## config.mk

```make
export PLATFORM = sky130hd
export DESIGN_NAME = axi_burst_rd_slave
export DESIGN_NICKNAME = d
export VERILOG_FILES = /design/src/rtl/axi_burst_rd_slave.sv
export SDC_FILE = /design/constraint.sdc
export NUM_CORES = 1
export LEC_CHECK = 0
export CORE_MARGIN = 1
export CORE_UTILIZATION = 45
export CTS_BUF_LIST = sky130_fd_sc_hd__clkbuf_2
export DETAILED_ROUTE_END_ITERATION = 7
export PLACE_DENSITY = 0.78
export SYNTH_ARGS = -nofsm -noshare
export SYNTH_HDL_FRONTEND = slang
export SYNTH_SLANG_ARGS = --single-unit
```

## constraint.sdc

```tcl
create_clock -name clk -period 5.1 [get_ports clk]
set_clock_uncertainty 0.2 [all_clocks]
set_input_delay 0.765 -clock clk [delete_from_list [all_inputs] [get_ports clk]]
set_output_delay 0.765 -clock clk [all_outputs]
set_load 0.05 [all_outputs]
```

## src/rtl/axi_burst_rd_slave.sv

```systemverilog
`timescale 1ns/1ps
// AXI4 read-only burst responder: turns one AR request into per-beat 64-bit
// memory reads and returns the beats through a 2-entry buffer under rready backpressure.
module axi_burst_rd_slave #(
  parameter int ADDR_W = 32
) (
  input  logic              clk,
  input  logic              rst_n,
  input  logic [ADDR_W-1:0] araddr,
  input  logic              arvalid,
  input  logic [1:0]        arburst,
  input  logic [7:0]        arlen,
  input  logic [2:0]        arsize,
  output logic              arready,
  output logic [63:0]       rdata,
  output logic [1:0]        rresp,
  output logic              rvalid,
  output logic              rlast,
  input  logic              rready,
  output logic              mem_ren,
  output logic [ADDR_W-4:0] mem_raddr,
  input  logic [63:0]       mem_rdata
);

  typedef enum logic {S_IDLE, S_BURST} state_t;

  state_t            state_q, state_d;
  logic [ADDR_W-1:0] addr_q, addr_d;
  logic [1:0]        burst_q;
  logic [7:0]        len_q;
  logic [2:0]        size_q;
  logic              err_q;
  logic [8:0]        iss_cnt_q, iss_cnt_d;
  logic [8:0]        ret_cnt_q, ret_cnt_d;
  logic              infl_q, infl_last_q;
  logic [1:0]        cnt_q, cnt_d;
  logic              wr_ptr_q, rd_ptr_q;
  logic [63:0]       fifo_data_q [2];
  logic [1:0]        fifo_resp_q [2];
  logic              fifo_last_q [2];

  logic ar_hs, req_err, pop, push, issue;

  function automatic logic [ADDR_W-1:0] next_addr(input logic [ADDR_W-1:0] addr,
                                                  input logic [1:0]        burst,
                                                  input logic [7:0]        len,
                                                  input logic [2:0]        size);
    logic [ADDR_W-1:0] step, mask;
    step = {{(ADDR_W-1){1'b0}}, 1'b1} << size;
    // Container is (len+1) beats; only the low bits inside it advance.
    mask = (({{(ADDR_W-8){1'b0}}, len} + 1'b1) << size) - 1'b1;
    case (burst)
      2'b01:   next_addr = addr + step;
      2'b10:   next_addr = (addr & ~mask) | ((addr + step) & mask);
      default: next_addr = addr;
    endcase
  endfunction

  assign arready = (state_q == S_IDLE);
  assign ar_hs   = arvalid & arready;
  assign req_err = (arburst == 2'b11) || (arsize > 3'd3) ||
                   ((arburst == 2'b10) &&
                    !((arlen == 8'd1) || (arlen == 8'd3) || (arlen == 8'd7) || (arlen == 8'd15)));

  assign rvalid = (cnt_q != 2'd0);
  assign pop    = rvalid & rready;
  assign push   = infl_q;
  // Count the beat in flight against the buffer so its landing never overflows it.
  assign issue  = (state_q == S_BURST) && (iss_cnt_q != 9'd0) &&
                  (({1'b0, cnt_q} + {2'b0, infl_q}) < (3'd2 + {2'b0, pop}));

  assign mem_ren   = issue & ~err_q;
  assign mem_raddr = addr_q[ADDR_W-1:3];
  assign rdata     = rvalid ? fifo_data_q[rd_ptr_q] : 64'd0;
  assign rresp     = rvalid ? fifo_resp_q[rd_ptr_q] : 2'b00;
  assign rlast     = rvalid & fifo_last_q[rd_ptr_q];

  always_comb begin
    state_d   = state_q;
    addr_d    = addr_q;
    iss_cnt_d = iss_cnt_q;
    ret_cnt_d = ret_cnt_q;
    cnt_d     = cnt_q + 2'(push) - 2'(pop);
    case (state_q)
      S_IDLE: begin
        if (ar_hs) begin
          state_d   = S_BURST;
          addr_d    = araddr;
          iss_cnt_d = {1'b0, arlen} + 9'd1;
          ret_cnt_d = {1'b0, arlen} + 9'd1;
        end
      end
      S_BURST: begin
        if (issue) begin
          addr_d    = next_addr(addr_q, burst_q, len_q, size_q);
          iss_cnt_d = iss_cnt_q - 9'd1;
        end
        if (pop) begin
          ret_cnt_d = ret_cnt_q - 9'd1;
          if (ret_cnt_q == 9'd1) state_d = S_IDLE;
        end
      end
      default: state_d = S_IDLE;
    endcase
  end

  always_ff @(posedge clk or negedge rst_n) begin
    if (!rst_n) begin
      state_q     <= S_IDLE;
      addr_q      <= '0;
      burst_q     <= 2'b00;
      len_q       <= 8'd0;
      size_q      <= 3'd0;
      err_q       <= 1'b0;
      iss_cnt_q   <= 9'd0;
      ret_cnt_q   <= 9'd0;
      infl_q      <= 1'b0;
      infl_last_q <= 1'b0;
      cnt_q       <= 2'd0;
      wr_ptr_q    <= 1'b0;
      rd_ptr_q    <= 1'b0;
    end else begin
      state_q     <= state_d;
      addr_q      <= addr_d;
      iss_cnt_q   <= iss_cnt_d;
      ret_cnt_q   <= ret_cnt_d;
      cnt_q       <= cnt_d;
      infl_q      <= issue;
      infl_last_q <= issue && (iss_cnt_q == 9'd1);
      if (ar_hs) begin
        burst_q <= arburst;
        len_q   <= arlen;
        size_q  <= arsize;
        err_q   <= req_err;
      end
      if (push) wr_ptr_q <= ~wr_ptr_q;
      if (pop)  rd_ptr_q <= ~rd_ptr_q;
    end
  end

  // Buffer payload needs no reset: it is only visible while rvalid is high.
  always_ff @(posedge clk) begin
    if (push) begin
      fifo_data_q[wr_ptr_q] <= err_q ? 64'd0 : mem_rdata;
      fifo_resp_q[wr_ptr_q] <= err_q ? 2'b10 : 2'b00;
      fifo_last_q[wr_ptr_q] <= infl_last_q;
    end
  end

endmodule

```

==> results.cfg <==
[critical_path]
rrSetupSlack_ps = 620
critPathKind = flip-flop to flip-flop
worst-path-max-fanout = 17
reg2reg_from = len_q[0]$_DFFE_PN0P_
startpoint_type = flip-flop
r2r_cells = 14
cp.required_ps = 5660
crit_arrival_ps = 5040
end_kind = flip-flop

[routing]
wl_mm = 29.9
drt-initial-drc-count = 624
dr.pass1.iters = 7
post_drt_wl_per_cell_um = 17.6
antenna_left = 0
via_per_inst = 5.54
route.detailed.drc = 0
vias = 9423

[outcome]
status = finished clean

[timing]
worstMarginPinSlew_ps = 1120
slew_viol_final = 0
timing.slew.headroom = 0.252
finalCritPeriodShare = 0.878
hold_viol = 0
max_freq_mhz = 223
rsz0062_at_grt = no
final.min_clock_period_ps = 4480
tns_ps = 0
whs_ps = 251
setup_violations = 0

[clock_network]
path_clk_slew_ps = 90
numCtsBuffers = 55
cts_buffer_depth = 3
clock-root-buffer = clkbuf_2
cts_max_level = 2
cts.sinks = 203
worst_skew_pair.late_latency_ps = 830
cts_tree = built

[layout]
area_delta_synth_final_pct = 23.9
drive_above_1_share = 0.0964
final_cell_mix = 208 x clkdlybuf4s50_1, 132 x edfxtp_1, 125 x nor2_1, 99 x nand2_1, 82 x mux2i_1
seqCellArea_um2 = 5750
fillers = 2201
layout_commonest_cell = clkdlybuf4s50_1
fin_nets = 1457
final_util = 0.565
multiInputGateArea_um2 = 5140

[pwr]
leakage_nw = 5.61
power_density_nw_per_um2 = 716
ir_drop_v = 0.000412

[hold_path]
hold_start = infl_last_q$_DFF_PN0_
min_path_cells = 0
holdPathEnd = fifo_last_q[1]$_DFFE_PP_
hold_class = flip-flop to flip-flop

[synthesis]
ys_types = 80
syn_nets = 1267
synthArstFlopShare = 0.350
synth-edff-count = 132
synth_cells = 1132
syn_area_per_cell_um2 = 10.1
ys_ff_latch = 203
ys_seq_area_frac = 0.501
netlist_area_um2 = 11500
yosys_warnings = 0
ys.flop_type = edfxtp_1

[floorplanning]
die-area_um2 = 26100
core_area_um2 = 25100
chipWidth_um = 162
initial_core_util = 0.456
placement_rows = 58
num_io_pins = 212
dieHeight_um = 162

[global_route]
grt_max_degree = 68
antenna_found_initial = 5
grt_pass1_wl_mm = 47.1
grt_overflow_total = 0
grt_pass1_vias = 9240
track_usage = 0.226

[place]
gp_congestion = 0.911
dpl.hpwl_mm = 20.5
numPortBuffers = 210

[flow_run]
drv_cap = 0
[what timing repair did]
action | in CTS | in global routing
resized for setup | 0 | 0
hold buffers | 1 | 0
hold endpoints to repair | 30 | 0
buffers inserted | 0 | 0
[cell type report]
cell class                      count  area share
Multi-Input combinational cell    809       0.363
Clock buffer                       76      0.0268
Tap cell                          330      0.0291
Inverter                           26     0.00688
Antenna cell                        1    0.000176
Timing Repair Buffer              227       0.158
Clock inverter                     28      0.0120
Sequential cell                   203       0.405
[report_power, final]
| part | leakage (nW) | internal, mW | switching, mW | total (mW) |
|---|---|---|---|---|
| Clock | 0.393 | 0.518 | 0.709 | 1.23 |
| Combinational | 3.13 | 2.02 | 3.78 | 5.81 |
| Sequential | 2.08 | 2.55 | 0.579 | 3.13 |
[logic make-up after synthesis]
family / share of synthesized area
adders and majority gates: 0.0247
xor gates and xnor gates: 0.0237
AOI/OAI and AO/OA: 0.137
and+or+nand+nor: 0.186
muxes: 0.0756
other: 0.000327
DFF: 0.501
buffers and inverters: 0.0515
[per-layer routing]
layer  GRT usage  routed length (um)
met5           0                  27
met4      0.0656                 558
met3      0.0560                2720
met2       0.370               13900
met1       0.296               12800
[Yosys cell counts, drive strengths merged, types with 4 or more instances]
cell / n / area [um2]
nor2: 126 / 473
a211o: 7 / 61.3
nand3: 23 / 133
mux2: 4 / 45.0
o2bb2ai: 4 / 35.0
o21a: 8 / 60.1
o21ai: 64 / 335
nand4: 12 / 81.3
a21oi: 56 / 284
nand2: 100 / 378
inv: 25 / 93.8
a21o: 6 / 45.0
dfrtp: 71 / 1780
a211oi: 11 / 82.6
xor2: 18 / 158
or3: 9 / 66.3
a21boi: 8 / 60.1
or2: 4 / 25.0
o22ai: 9 / 56.3
nand2b: 8 / 50.1
mux2i: 82 / 821
a2111oi: 4 / 35.0
and2: 7 / 43.8
and3: 16 / 100
nor3: 25 / 125
xnor2: 13 / 114
clkbuf: 39 / 146
buf: 55 / 347
nor2b: 78 / 488
edfxtp: 132 / 3960
a31oi: 11 / 68.8
ha: 21 / 263
o211ai: 7 / 52.6
nor4: 12 / 81.3
[critical path, cell delays in order, from the launching register on]
cell,delay (ps)
dfrtp_1,660
ha_1,420
nand3_1,180
xor2_1,300
a21boi_0,130
a2111o_1,420
or3_4,390
or3_4,440
nor3_1,240
ha_1,280
a21oi_1,130
nand2_1,80
a2111oi_0,360
a21oi_1,70
o21ai_0,150
[how the worst max path moves through the flow]
stage / startpoint / end / depth (start not counted)
floorplan: infl_q$_DFF_PN0_ / fifo_data_q[0][0]$_DFFE_PP_ / 1
global placement: len_q[0]$_DFFE_PN0P_ / flip-flop / 14
detailed placement: len_q[0]$_DFFE_PN0P_ / flip-flop / 14
CTS: len_q[0]$_DFFE_PN0P_ / flip-flop / 14
global route: len_q[0]$_DFFE_PN0P_ / flip-flop / 14
finish: len_q[0]$_DFFE_PN0P_ / flip-flop / 14
[through the flow]
step	cells	instance area [um2]	setup slack [ps]	power, mW
after global routing	1699	14200	277	10.8
after floorplan	1132	11500	1060	7.30
final	1700	14200	622	10.2
after CTS	1699	14200	686	10.2
after detailed placement	1594	13600	654	8.93
after global placement	1594	13600	737	8.84
No activity file was read; power rests on OpenSTA's default activity.
